`config.mk`:
```
export PLATFORM = sky130hd
export DESIGN_NAME = int_ctrl
export DESIGN_NICKNAME = d
export VERILOG_FILES = /design/src/rtl/int_ctrl_pkg.sv /design/src/rtl/int_ctrl_edge_latch.sv /design/src/rtl/int_ctrl.sv
export SDC_FILE = /design/constraint.sdc
export NUM_CORES = 1
export LEC_CHECK = 0
export ABC_AREA = 1
export BUFFER_PORTS_ARGS = -buffer_cell sky130_fd_sc_hd__buf_2
export CORE_AREA = 2 2 39 41
export DETAILED_ROUTE_END_ITERATION = 10
export DIE_AREA = 0 0 41 43
export PLACE_DENSITY = 0.76
export SETUP_SLACK_MARGIN = 0.02
export SYNTH_ARGS = -nofsm -noshare
export SYNTH_HDL_FRONTEND = slang
export SYNTH_HIERARCHICAL = 1
export SYNTH_SLANG_ARGS = --single-unit
```
`constraint.sdc`:
```
create_clock -name clk -period 1.5 [get_ports clk]
set_input_delay 0.3 -clock clk [delete_from_list [all_inputs] [get_ports clk]]
set_output_delay 0.3 -clock clk [all_outputs]
set_load 0.05 [all_outputs]
```
`src/rtl/int_ctrl_pkg.sv`:
```
// Shared pipeline encodings for the interrupt controller, PC mux and memory stage.
package int_ctrl_pkg;

    typedef enum logic [2:0] {
        ST_IDLE       = 3'd0,
        ST_DRAIN      = 3'd1,
        ST_PUSH_PC    = 3'd2,
        ST_PUSH_FLAGS = 3'd3,
        ST_VECTOR     = 3'd4,
        ST_POP_FLAGS  = 3'd5,
        ST_POP_PC     = 3'd6
    } state_e;

    typedef enum logic [1:0] {
        MSEL_NONE  = 2'b00,
        MSEL_PC    = 2'b01,
        MSEL_FLAGS = 2'b10
    } mem_sel_e;

    typedef enum logic [1:0] {
        PCSEL_NORMAL = 2'b00,
        PCSEL_VECTOR = 2'b10,
        PCSEL_STACK  = 2'b11
    } pc_sel_e;

    localparam int CNT_W = 3;

endpackage

```
`src/rtl/int_ctrl_edge_latch.sv`:
```
// Rising-edge detector on int_req plus a single-entry pending latch.
module int_edge_latch (
    input  logic clk,
    input  logic rst,
    input  logic int_req,
    input  logic clr,
    output logic int_edge,
    output logic pending
);

    logic prev_q;
    logic pend_q;
    logic pend_d;

    assign int_edge = int_req & ~prev_q;
    assign pending  = pend_q;

    // A new edge wins over the clear so a request arriving in VECTOR is kept.
    always_comb begin
        pend_d = pend_q;
        if (clr) begin
            pend_d = 1'b0;
        end
        if (int_edge) begin
            pend_d = 1'b1;
        end
    end

    always_ff @(posedge clk or negedge rst) begin
        if (!rst) begin
            prev_q <= 1'b0;
            pend_q <= 1'b0;
        end else begin
            prev_q <= int_req;
            pend_q <= pend_d;
        end
    end

endmodule

```
`src/rtl/int_ctrl.sv`:
```
// Interrupt entry/return sequencer: drains the pipe, pushes/pops PC and FLAGS.
module int_ctrl
    import int_ctrl_pkg::*;
#(
    parameter int DRAIN_CYCLES = 3
) (
    input  logic       clk,
    input  logic       rst,
    input  logic       int_req,
    input  logic       rti,
    input  logic       mem_ready,
    output logic       stall,
    output logic       flush_FD,
    output logic       flush_DE,
    output logic       flush_EM,
    output logic       mem_req,
    output logic       mem_wr,
    output logic [1:0] mem_sel,
    output logic [1:0] pc_sel,
    output logic       flags_restore,
    output logic       int_ack,
    output logic       busy
);

    state_e           state_q;
    state_e           state_d;
    logic [CNT_W-1:0] cnt_q;
    logic [CNT_W-1:0] cnt_d;
    logic             int_edge;
    logic             pending;
    logic             clr_pend;

    assign clr_pend = (state_q == ST_VECTOR);

    int_edge_latch u_latch (
        .clk      (clk),
        .rst      (rst),
        .int_req  (int_req),
        .clr      (clr_pend),
        .int_edge (int_edge),
        .pending  (pending)
    );

    always_ff @(posedge clk or negedge rst) begin
        if (!rst) begin
            state_q <= ST_IDLE;
            cnt_q   <= '0;
        end else begin
            state_q <= state_d;
            cnt_q   <= cnt_d;
        end
    end

    // RTI takes priority in IDLE; a simultaneous interrupt stays pending.
    always_comb begin
        state_d = state_q;
        cnt_d   = cnt_q;
        unique case (state_q)
            ST_IDLE: begin
                if (rti) begin
                    state_d = ST_POP_FLAGS;
                end else if (pending || int_edge) begin
                    state_d = ST_DRAIN;
                    cnt_d   = CNT_W'(DRAIN_CYCLES - 1);
                end
            end
            ST_DRAIN: begin
                if (cnt_q == '0) begin
                    state_d = ST_PUSH_PC;
                end else begin
                    cnt_d = cnt_q - 1'b1;
                end
            end
            ST_PUSH_PC: begin
                if (mem_ready) state_d = ST_PUSH_FLAGS;
            end
            ST_PUSH_FLAGS: begin
                if (mem_ready) state_d = ST_VECTOR;
            end
            ST_VECTOR: begin
                state_d = ST_IDLE;
            end
            ST_POP_FLAGS: begin
                if (mem_ready) state_d = ST_POP_PC;
            end
            ST_POP_PC: begin
                if (mem_ready) state_d = ST_IDLE;
            end
            default: begin
                state_d = ST_IDLE;
            end
        endcase
    end

    always_comb begin
        stall         = 1'b0;
        flush_FD      = 1'b0;
        flush_DE      = 1'b0;
        flush_EM      = 1'b0;
        mem_req       = 1'b0;
        mem_wr        = 1'b0;
        mem_sel       = MSEL_NONE;
        pc_sel        = PCSEL_NORMAL;
        flags_restore = 1'b0;
        int_ack       = 1'b0;
        busy          = (state_q != ST_IDLE);
        unique case (state_q)
            ST_DRAIN: begin
                stall    = 1'b1;
                flush_FD = 1'b1;
            end
            ST_PUSH_PC: begin
                stall   = 1'b1;
                mem_req = 1'b1;
                mem_wr  = 1'b1;
                mem_sel = MSEL_PC;
            end
            ST_PUSH_FLAGS: begin
                stall   = 1'b1;
                mem_req = 1'b1;
                mem_wr  = 1'b1;
                mem_sel = MSEL_FLAGS;
            end
            ST_VECTOR: begin
                pc_sel   = PCSEL_VECTOR;
                int_ack  = 1'b1;
                flush_FD = 1'b1;
                flush_DE = 1'b1;
            end
            ST_POP_FLAGS: begin
                stall         = 1'b1;
                mem_req       = 1'b1;
                mem_sel       = MSEL_FLAGS;
                flags_restore = mem_ready;
            end
            ST_POP_PC: begin
                stall   = 1'b1;
                mem_req = 1'b1;
                mem_sel = MSEL_PC;
                // Redirect and flush only in the cycle the popped PC arrives.
                if (mem_ready) begin
                    pc_sel   = PCSEL_STACK;
                    flush_FD = 1'b1;
                    flush_DE = 1'b1;
                    flush_EM = 1'b1;
                end
            end
            default: begin
            end
        endcase
    end

endmodule

```
==> results by group <==
Outcome
  • Status: finished with violations
  • Failing checks: negative setup slack

Clock network
  • Clock sink count: 8
  • Root Buffer: clkbuf_4
  • CTS buffer count: 3
  • CTS tree: yes
  • Reg clk slew, reported paths: around 50 ps
  • H-tree levels: 1
  • Worst skew pair latency: ~250 ps
  • CTS max path bufs: 2

STA
  • Final WS setup: -112 ps
  • Final Slew Violations: 0
  • Minimum clock period: around 1600 ps
  • Worst-Margin Slew: about 240 ps
  • Crit share post-route: 107%
  • Worst slew margin: ~84%
  • Final Skew: 3.53 ps
  • Fin. Hold Viols: 0
  • Fmax: roughly 620 MHz
  • Setup_tns: -849 ps
  • RSZ-0062 raised after global routing: true
  • Setup violations, final: 11

Placed design
  • Routability cong.: 0.811
  • Placement-stage cell area: 769 µm²
  • IO buf count: 17
  • Worst slack at placement: -42.1 ps
  • Post-DP HPWL: approximately 1000 µm

Floorplan
  • DIE AREA: 1760 µm²
  • Core area: 1380 µm²
  • IO Count: 18
  • Die height: 43 µm
  • Initial Util: ~44%
  • DIE WIDTH: 41 µm
  • Core Rows: 14

Routing
  • DRC viols: 0
  • Via count: approximately 620
  • WL/cell: 10.9 µm
  • Routed WL: 1.39 mm
  • 1st-iter DRT viols: 8
  • Vias/cell: 4.84
  • Drt pass-1 iters: 4
  • Post-route ant nets: 0

Yosys
  • Synth warn: 6
  • Synth top area cells: dfrtp_1 (33%), nand2_1 (13%), nand3_1 (8.2%), inv_1 (6.8%), ha_1 (4.1%)
  • Ys async rst share: 100%
  • Syn Std Cell Area: 608 µm²
  • Post-synth top area share: around 33%
  • Count of flip-flops with a built-in enable after synthesis: 0
  • Post-synth top area cell: dfrtp_1
  • Sequential-to-total area share from yosys stat: 32.9%
  • Gate Count Post-Synth: slightly above 80
  • Avg Cell Area, Syn: roughly 7.4 µm²
  • Post-synth top cells: nand2_1 (21), inv_1 (11), nand3_1 (10)
  • Synth cell types: 21
  • Top_reg_cell synth: dfrtp_1
  • Count leader, synth: nand2_1
  • Post-synthesis register bit count: 8
  • Syn_nets: between 80 and 90

Critical path
  • Largest delay share family, worst path: flip-flops
  • Delay of the slowest cell on the worst path: 460 ps
  • Max FO, Critical Path: 5
  • Critical Path Sink Type: output port
  • CP bufs+invs: 2
  • Required @ worst endpoint: between 1000 and 1500 ps
  • Critical path launch point type: register
  • CP max-delay cell: dfrtp_2
  • Crit path kind: reg -> out
  • Critical-path cell list: inv_4 -> nand2_4 -> nor3_4 -> nor2_2 -> nand2_2 -> buf_8
  • Reg2Reg Setup Slack: approximately 70 ps
  • WP data arrival: between 1000 and 1500 ps

Hold path
  • Worst hold path class: in -> reg

Cells and area
  • Ratio of cells with drive above 1 in the final layout: around 54%
  • Synth-to-layout area growth: 60.3%
  • Design area: a little under 1000 µm²
  • Area occupied by multi-input gates: between 300 and 400 µm²
  • Filler Cells Inserted: approximately 110
  • Ant diodes: 0
  • Final net count: approximately 120
  • FF+latch area: slightly above 200 µm²

GRT
  • Vias in the first global route: around 570
  • Pin count of the biggest net entering global routing: 9
  • Total gr overflow: 0
  • First-pass GRT wire length: between 2 and 2.5 mm
  • Total Routing Usage GR: a little under a fifth
  • Antenna violations before repair: 0

Job
  • Max_cap viols: 0
state kept, by name (all words and copies together) (netlist names):
name             flops
cnt_q                3
state_q              3
u_latch/pending      1
u_latch/prev_q       1
layout make-up:
| type | count | area share, % |
|---|---|---|
| clock buffer | 3 | 2.31 |
| inverter | 14 | 6.16 |
| multi-input combinational | 57 | 39.7 |
| sequential | 8 | 20.8 |
| tap | 16 | 2.05 |
| timing repair buffer | 30 | 29.0 |
through the flow:
stage	util, %	std cells	hold slack, ps
3_5_place_dp	55.6	118	152
5_1_grt	70.4	128	175
6_report	70.4	128	182
4_1_cts	63.8	124	173
2_1_floorplan	-	82	4.41
3_3_place_gp	55.6	118	148
routing by layer:
metal	part of all wire, %	vias to the layer above	wire length, µm	GRT usage [%]
li1	-	312	-	-
met1	46	282	645	23.4
met2	48	23	671	29.1
met3	3.9	2	54	3.14
met4	1.5	0	21	10.0
met5	0	-	0	0
kinds of logic (layout without fill, tap and decap cells):
logic type	after synthesis	in the layout	share of synthesized area, %
flops	8	8	32.9
simple gates	50	50	43.0
compound gates	5	5	7.00
fa+ha+maj	2	2	4.11
buf+inv	17	47	13.0
cells in the final DEF, fill, tap and decap left out, types with 3 or more instances in the layout:
cell type	count
buf_2	5
clkbuf_4	3
nand2_2	6
inv_1	8
buf_8	6
buf_6	6
nor2_2	3
nand2_1	18
nand3_1	8
nor2_4	3
inv_4	3
nor2_1	4
dfrtp_1	6
buf_4	12
inv_2	3
timing repair:
item                                    CTS  global route
hold buffers                              1             0
pin swaps                                 0             3
endpoints found under the hold margin     8             0
buffers inserted                          2             4
resized for setup                        23            19
endpoints found under the setup margin   13            17
path summary, 6_finish.rpt:
kind	start	endpoint	cells after the start
worst min-delay path	int_req	u_latch/prev_q	1
worst max-delay path	state_q[0]	flush_FD	6
worst min register to register	cnt_q[2]	cnt_q[2]	2
max in group asynchronous	rst	state_q[1]	2
min in group asynchronous	rst	cnt_q[0]	2
worst max register to register	state_q[0]	cnt_q[1]	7
Power is not shown: default switching activity piles up to over one toggle a cycle in this logic, so the estimate is an artifact.
